--- config.mk ---
export PLATFORM = sky130hd
export DESIGN_NAME = vga_timing_gen
export DESIGN_NICKNAME = d
export VERILOG_FILES = /design/src/rtl/vga_timing_gen.sv
export SDC_FILE = /design/constraint.sdc
export NUM_CORES = 1
export LEC_CHECK = 0
export CORE_ASPECT_RATIO = 0.6
export CORE_UTILIZATION = 40
export DETAILED_ROUTE_END_ITERATION = 8
export PLACE_DENSITY = 0.74
export SLEW_MARGIN = 20
export SYNTH_ARGS = -nofsm -noshare
export SYNTH_HDL_FRONTEND = slang
export SYNTH_SLANG_ARGS = --single-unit
--- constraint.sdc ---
create_clock -name clk -period 2.1 [get_ports clk]
set_clock_uncertainty 0.1 [all_clocks]
set_input_delay 0.315 -clock clk [delete_from_list [all_inputs] [get_ports clk]]
set_output_delay 0.315 -clock clk [all_outputs]
set_load 0.02 [all_outputs]
--- src/rtl/vga_timing_gen.sv ---
// VGA raster generator: pixel-enable divider, raster counters,
// sync decode and a one-slot colour/sync output register stage.
module vga_timing_gen #(
  parameter int H_ACTIVE = 640,
  parameter int H_FP     = 16,
  parameter int H_SYNC   = 96,
  parameter int H_BP     = 48,
  parameter int V_ACTIVE = 480,
  parameter int V_FP     = 10,
  parameter int V_SYNC   = 2,
  parameter int V_BP     = 33,
  parameter int HS_POL   = 0,
  parameter int VS_POL   = 0,
  parameter int CLK_DIV  = 4,
  parameter int COLOR_W  = 12,
  parameter int MIX_MODE = 0,
  localparam int H_TOTAL = H_ACTIVE + H_FP + H_SYNC + H_BP,
  localparam int V_TOTAL = V_ACTIVE + V_FP + V_SYNC + V_BP,
  localparam int XW      = $clog2(H_TOTAL),
  localparam int YW      = $clog2(V_TOTAL)
) (
  input  logic               clk,
  input  logic               rst_n,
  input  logic               en,
  input  logic [COLOR_W-1:0] bg_color,
  input  logic [COLOR_W-1:0] ov_color,
  output logic               pix_ce,
  output logic [XW-1:0]      x_pos,
  output logic [YW-1:0]      y_pos,
  output logic               de,
  output logic               line_start,
  output logic               frame_start,
  output logic               hsync,
  output logic               vsync,
  output logic [COLOR_W-1:0] color_out
);

  localparam int DW = (CLK_DIV > 1) ? $clog2(CLK_DIV) : 1;
  localparam logic [DW-1:0] DIV_LAST = DW'(CLK_DIV - 1);
  localparam logic [XW-1:0] X_LAST = XW'(H_TOTAL - 1);
  localparam logic [YW-1:0] Y_LAST = YW'(V_TOTAL - 1);
  localparam logic [XW:0] X_ACT  = (XW+1)'(H_ACTIVE);
  localparam logic [YW:0] Y_ACT  = (YW+1)'(V_ACTIVE);
  localparam logic [XW:0] HS_BEG = (XW+1)'(H_ACTIVE + H_FP);
  localparam logic [XW:0] HS_END = (XW+1)'(H_ACTIVE + H_FP + H_SYNC);
  localparam logic [YW:0] VS_BEG = (YW+1)'(V_ACTIVE + V_FP);
  localparam logic [YW:0] VS_END = (YW+1)'(V_ACTIVE + V_FP + V_SYNC);
  localparam logic HS_ON = 1'(HS_POL);
  localparam logic VS_ON = 1'(VS_POL);

  logic [DW-1:0]      div_cnt;
  logic               x_wrap;
  logic               y_wrap;
  logic [XW-1:0]      x_nxt;
  logic [YW-1:0]      y_nxt;
  logic               hs_act;
  logic               vs_act;
  logic [COLOR_W-1:0] mix;

  // rst_n gating keeps pix_ce low in reset even when CLK_DIV=1
  assign pix_ce = en & rst_n & (div_cnt == DIV_LAST);

  always_ff @(posedge clk or negedge rst_n) begin
    if (!rst_n) begin
      div_cnt <= '0;
    end else if (!en || pix_ce) begin
      div_cnt <= '0;
    end else begin
      div_cnt <= div_cnt + 1'b1;
    end
  end

  assign x_wrap = (x_pos == X_LAST);
  assign y_wrap = (y_pos == Y_LAST);

  always_comb begin
    x_nxt = x_pos + 1'b1;
    y_nxt = y_pos;
    if (x_wrap) begin
      x_nxt = '0;
      y_nxt = y_wrap ? '0 : y_pos + 1'b1;
    end
  end

  assign line_start  = pix_ce & x_wrap;
  assign frame_start = line_start & y_wrap;

  always_ff @(posedge clk or negedge rst_n) begin
    if (!rst_n) begin
      x_pos <= '0;
      y_pos <= '0;
      de    <= 1'b1;
    end else if (pix_ce) begin
      x_pos <= x_nxt;
      y_pos <= y_nxt;
      de    <= ({1'b0, x_nxt} < X_ACT) && ({1'b0, y_nxt} < Y_ACT);
    end
  end

  assign hs_act = ({1'b0, x_pos} >= HS_BEG) && ({1'b0, x_pos} < HS_END);
  assign vs_act = ({1'b0, y_pos} >= VS_BEG) && ({1'b0, y_pos} < VS_END);

  always_comb begin
    mix = bg_color | ov_color;
    if (MIX_MODE != 0) begin
      mix = (ov_color != '0) ? ov_color : bg_color;
    end
  end

  // output stage captures the slot that is ending
  always_ff @(posedge clk or negedge rst_n) begin
    if (!rst_n) begin
      hsync     <= ~HS_ON;
      vsync     <= ~VS_ON;
      color_out <= '0;
    end else if (pix_ce) begin
      hsync     <= hs_act ? HS_ON : ~HS_ON;
      vsync     <= vs_act ? VS_ON : ~VS_ON;
      color_out <= de ? mix : '0;
    end
  end

endmodule
==> results of run 1 <==
==> sequential cells by signal (all words and copies together), names as in the netlist <==
name	cells
div_cnt	2
x_pos	10
y_pos	10
de	1
vsync	1
color_out	12
hsync	1
==> cell usage after synthesis (3+ instances only) <==
master | count | area, sq um
o21ai_0 | 39 | 195
clkbuf_1 | 6 | 22.5
nand4_1 | 6 | 37.5
nor3_1 | 4 | 20.0
inv_1 | 6 | 22.5
a31oi_1 | 3 | 18.8
a21oi_1 | 4 | 20.0
nand3_1 | 8 | 40.0
nand2_1 | 27 | 101
ha_1 | 6 | 75.1
and3_1 | 4 | 25.0
nor2_1 | 15 | 56.3
dfrtp_1 | 34 | 851
xnor2_1 | 4 | 35.0
dfstp_2 | 3 | 78.8
==> cell families (layout without fill, tap and decap cells) <==
kind of cell | count (synthesis) | in the layout | share of synthesized area
flops | 37 | 37 | 0.472
buf+inv | 17 | 119 | 0.0375
fa+ha+maj | 6 | 6 | 0.0381
simple gates | 85 | 85 | 0.234
mux | 1 | 1 | 0.00509
xor+xnor | 6 | 6 | 0.0267
compound gates | 61 | 61 | 0.186
==> worst max-delay path, stage by stage (launching register included) <==
cell and delay (ns):
dfrtp_2 0.41, inv_2 0.08, ha_4 0.12, or3b_4 0.37
nor4_4 0.20, buf_4 0.17, buf_6 0.11, o21ai_2 0.05
and2_4 0.17, o41ai_2 0.21, o41a_1 0.21
==> through the flow <==
| stage | hold WS, ns | utilization |
|---|---|---|
| detailed placement | 0.315 | 0.620 |
| finish | -0.0111 | 0.663 |
| CTS | 0.00556 | 0.642 |
| global placement | 0.312 | 0.620 |
| floorplan | -0.0806 | - |
| global route | 0.0236 | 0.663 |
==> what timing repair did <==
action / 4_1_cts / 5_1_grt
gates resized for setup: 14 / 16
gates cloned: 0 / 1
endpoints found under the setup margin: 7 / 7
buffers inserted: 0 / 6
pin swaps: 4 / 2
==> worst min path at each step <==
stage	cells after the start	startpoint	to	slack [ns]
6_report	2	rst_n	color_out[2]	-0.01
5_1_grt	2	rst_n	y_pos[9]	0.02
4_1_cts	2	rst_n	y_pos[3]	0.006
3_5_place_dp	2	rst_n	div_cnt[1]	0.32
3_3_place_gp	2	rst_n	color_out[0]	0.31
2_1_floorplan	0	rst_n	color_out[0]	-0.08
==> layer usage <==
| layer | global-route usage | vias to the layer above | part of all wire |
|---|---|---|---|
| li1 | - | 967 | - |
| met1 | 0.309 | 917 | 0.46 |
| met2 | 0.322 | 92 | 0.43 |
| met3 | 0.0515 | 3 | 0.10 |
| met4 | 0.0603 | 0 | 0.0025 |
| met5 | 0 | - | 0 |
==> cell type report <==
| cell class | instances | area share |
|---|---|---|
| Inverter | 7 | 0.00891 |
| Clock buffer | 7 | 0.0312 |
| Multi-Input combinational cell | 159 | 0.329 |
| Clock inverter | 1 | 0.00162 |
| Tap cell | 63 | 0.0255 |
| Timing Repair Buffer | 104 | 0.302 |
| Sequential cell | 37 | 0.302 |
==> power groups by stage <==
| stage | Sequential, uW | Clock (uW) | Combinational (uW) |
|---|---|---|---|
| 6_report | 953 | 548 | 838 |
| 5_1_grt | 972 | 596 | 909 |
| 4_1_cts | 952 | 559 | 831 |
| 3_5_place_dp | 964 | 0 | 825 |
| 3_3_place_gp | 953 | 0 | 810 |
| 2_1_floorplan | 1120 | 0 | 203 |
==> run_results.csv, run 1 <==
group,metric,value,unit
outcome,outcome,"finished, violations left",
outcome,failed_checks,"hold timing, setup timing",
clocking,clk_pin_slew,0.07,ns
pwr,p_total,2340,uW
logic_synthesis,yosys_warnings,0,
routing,dr.pass1.iters,4,
logic_synthesis,ys_types,52,
cells_and_area,seq_area,935,sq um
routing,wl,5.67,mm
placement,hpwl,4.08,mm
critical_path,r2r_setup_slack,-0.19,ns
floorplanning,dieWidth,92.6,um
floorplanning,dieHeight,56.3,um
logic_synthesis,synth-edff-count,0,
pwr,power.leakage,0.00132,uW
routing,drc_errors,0,
clocking,insertion_delay,0.30,ns
clocking,numCtsBuffers,5,
placement,place_area,2890,sq um
grt,grt_use_total,0.214,
clocking,htreeDepth,2,
floorplanning,dieArea,5210,sq um
critical_path,cp-startpoint,"y_pos[0]",
cells_and_area,final_cell_mix,"clkdlybuf4s50_1 (60), buf_4 (38), o21ai_0 (33)",
logic_synthesis,async_flop_share,1.00,
clocking,cts-root-buf,"clkbuf_8",
critical_path,r2r_cells,10,
cells_and_area,area_growth,57.0,%
critical_path,critPathRequiredTime,2.23,ns
sta,finalMaxSlewViolations,0,
cells_and_area,drive_gt1_frac,0.254,
routing,viasPerCell,5.24,
sta,final.setup.tns,-0.358,ns
pwr,p_seq_frac,0.408,
cells_and_area,multi_input_area,1020,sq um
grt,overflow,0,
cells_and_area,fin_area,3090,sq um
critical_path,worstSetupEndpointType,"flip-flop",
floorplanning,core,4660,sq um
critical_path,path_max_fanout,5,
floorplanning,row_count,19,
sta,relSlewSlack,0.686,
grt,antenna_found_initial,0,
clocking,clock_sinks,37,
grt,grt_pass1_wl,8.38,mm
sta,hold_viol_final,34,
cells_and_area,layout_commonest_cell,"clkdlybuf4s50_1",
logic_synthesis,synth_area,1970,sq um
critical_path,critPathLaunchType,"flip-flop",
cells_and_area,diodes,0,
pwr,comb_power_share,0.358,
logic_synthesis,ys_seq_area_frac,0.472,
critical_path,cp-endpoint,"de",
sta,clock.fmax,437,MHz
sta,fin_ws,-0.188,ns
floorplanning,start_util,0.422,
placement,port_buffers,64,
sta,period_needed,2.29,ns
pwr,clock_power_share,0.234,
logic_synthesis,synth-seq-cells,37,
routing,vias,1979,
logic_synthesis,synth_ff_type,"dfrtp_1",
pwr,pwr_density_cell,757,nW/um^2
sta,rsz0062_at_grt,"true",
clocking,tritoncts,"built",
cells_and_area,final_cells,378,
logic_synthesis,synthesis.nets,246,
critical_path,path_class,"reg -> reg",
critical_path,r2r_end,"de",
routing,wl_per_cell,15.0,um
cells_and_area,n_fill_cell,380,
pwr,p_sw,765,uW
pwr,intPower,1570,uW
grt,grt_start_max_net_pins,39,
sta,worstMarginPinSlew,0.471,ns
pwr,swShare,0.327,
clocking,holdBufCountCts,0,
sta,holdWs,-0.0111,ns
critical_path,worstPathArrival,2.42,ns
pwr,ir_drop,0.554,mV
critical_path,r2r_start,"y_pos[0]",
placement,gp_congestion,0.904,
floorplanning,ios,65,
run,maxCapViolations,0,
logic_synthesis,avgSynthCellArea,9.24,sq um
sta,setup_viol,3,
min_path,hp-class,"in -> async",
placement,dpl.cell_count,363,
placement,place_ws,-0.337,ns
clocking,cts_buffer_depth,2,
grt,first_global_vias,1669,
cells_and_area,layout.nets,347,
logic_synthesis,synthCells,213,
routing,drtAntennaViolNets,0,
sta,fin_crit_sh,1.09,
routing,drt_iter0_markers,113,
Power figures use the tool's default switching activity.
==> inputs of run 2 (changes only) <==
CELL_PAD_IN_SITES_DETAIL_PLACEMENT = 1   (was unset)
CELL_PAD_IN_SITES_GLOBAL_PLACEMENT = 1   (was unset)
DONT_BUFFER_PORTS = 1   (was unset)
PLACE_DENSITY = unset   (was 0.74)
PLACE_DENSITY_LB_ADDON = 0.1   (was unset)
==> run 2 against run 1 <==
- the run ends with setup timing left
- wire length is 12% higher
- cell count is 15% lower
- total power is 5.8% lower
- non-clock buffer count is 57 lower
- clock-buffer cell count is 1 lower
- sequential power is 13% higher
- combinational power is 44% lower
- critical path depth is 4 lower
- global-route usage is 3.8 points higher
- worst hold slack better by 0.036 ns
- maximum frequency is 2.2% higher
- critical endpoint is now frame_start
- largest cell class unchanged
- largest power group unchanged
==> run_results.csv, run 2 (synthesis gave the netlist of run 1 again) <==
group,metric,value,unit
placement,gp_congestion,0.851,
grt,met1_usage,0.339,
outcome,outcome,"finished, violations left",
pwr,pwr_density_cell,857,nW/um^2
cells_and_area,area_growth,30.6,%
grt,gr-usage-met2,0.403,
cells_and_area,final_cell_mix,"buf_4 (42), o21ai_0 (35), dfrtp_1 (30)",
grt,busiest_layer,"met2",
sta,fin_crit_sh,1.07,
grt,grt_start_max_net_pins,38,
pwr,power.leakage,0.00113,uW
sta,worstMarginPinSlew,0.392,ns
critical_path,path_max_fanout,2,
clocking,htreeDepth,2,
cells_and_area,drive_gt1_frac,0.329,
clocking,numCtsBuffers,5,
cells_and_area,n_fill_cell,535,
sta,period_needed,2.24,ns
placement,hpwl,4.32,mm
critical_path,critPathRequiredTime,1.68,ns
floorplanning,row_count,19,
grt,overflow,0,
cells_and_area,reg.largest.list,"color_out x12, x_pos x10, y_pos x10",
sta,clock.fmax,447,MHz
grt,use_met3,0.0650,
routing,wl_per_cell,19.7,um
clocking,cts_buffer_depth,2,
grt,grt_pass1_wl,9.92,mm
floorplanning,dieArea,5210,sq um
floorplanning,start_util,0.422,
routing,drt_iter0_markers,92,
routing,viasPerCell,5.74,
placement,place_area,2280,sq um
cells_and_area,fin_area,2570,sq um
placement,port_buffers,0,
clocking,clock_sinks,37,
cells_and_area,layout.nets,290,
routing,vias,1842,
clocking,cts-root-buf,"clkbuf_8",
critical_path,path_class,"reg -> out",
critical_path,worstSetupEndpointType,"output port",
cells_and_area,final_cells,321,
critical_path,worstPathArrival,1.82,ns
cells_and_area,largest_reg_flops,12,
sta,fin_ws,-0.138,ns
outcome,failed_checks,"setup timing",
routing,wl,6.33,mm
sta,rsz0062_at_grt,"true",
placement,dpl.cell_count,301,
sta,hold_viol_final,0,
floorplanning,dieHeight,56.3,um
pwr,ir_drop,0.417,mV
floorplanning,core,4660,sq um
clocking,tritoncts,"built",
routing,drc_errors,0,
sta,setup_viol,2,
grt,first_global_vias,1928,
floorplanning,dieWidth,92.6,um
grt,antenna_found_initial,0,
clocking,clk_pin_slew,0.08,ns
min_path,hp-class,"in -> reg",
pwr,p_total,2200,uW
cells_and_area,diodes,0,
cells_and_area,layout_commonest_cell,"buf_4",
cells_and_area,regMostFlops,"color_out",
sta,final.setup.tns,-0.187,ns
routing,dr.pass1.iters,4,
floorplanning,ios,65,
run,maxCapViolations,0,
critical_path,critPathLaunchType,"flip-flop",
sta,finalMaxSlewViolations,0,
grt,grt_use_total,0.252,
sta,relSlewSlack,0.738,
clocking,insertion_delay,0.29,ns
routing,drtAntennaViolNets,0,
==> run 2: metrics by stage <==
step	utilization	hold WS [ns]	worst slack, ns
floorplan	-	-0.0806	-0.0408
global placement	0.490	-0.0798	0.0373
detailed placement	0.490	-0.0797	-0.0617
CTS	0.541	0.0226	-0.129
global route	0.552	0.0370	-0.218
finish	0.552	0.0249	-0.138
==> run 2: layout make-up <==
type	count	area, sq um	share of cell area
multi-input combinational	159	1020	0.396
sequential	37	935	0.364
timing repair buffer	47	388	0.151
clock buffer	6	82.6	0.0321
tap	63	78.8	0.0307
clock inverter	2	37.5	0.0146
inverter	7	31.3	0.0122
==> run 2: what timing repair did <==
action	CTS	global route
buffers inserted	7	3
gates resized for setup	11	10
setup endpoints to repair	6	8
hold buffers	2	0
endpoints found under the hold margin	37	0
pin swaps	4	2
==> run 2: where the power goes <==
part           internal, uW  switching [uW]
logic                   189             283
registers               859             220
clock network           386             266
total                  1430             768
==> run 2: final timing paths <==
kind,from,to,slack [ns],cells past startpoint
setup / recovery,y_pos[0],frame_start,-0.14,6
hold / removal,en,div_cnt[0],0.02,2
setup reg to reg,y_pos[1],de,-0.05,9
hold reg to reg,div_cnt[0],div_cnt[0],0.33,1
max in group asynchronous,rst_n,hsync,1.26,2
min in group asynchronous,rst_n,color_out[9],0.38,2
==> run 2: worst max-delay path, cell delays in order, from the launching register on <==
cell and delay [ns]:
dfrtp_2 0.41, inv_2 0.06, ha_1 0.13, or3b_4 0.38, nor4_4 0.17, buf_4 0.16, and3_4 0.22
==> run 2: metal layers <==
layer  vias up  share of wire
li1        847              -
met1       922           0.47
met2        64           0.46
met3         9          0.058
met4         0         0.0085
met5         -              0
==> inputs of run 3 (changes only) <==
CTS_CLUSTER_SIZE = 20   (was unset)
==> results of run 3 <==
Same layout as run 2: the final DEF is identical, and so are final timing and power.
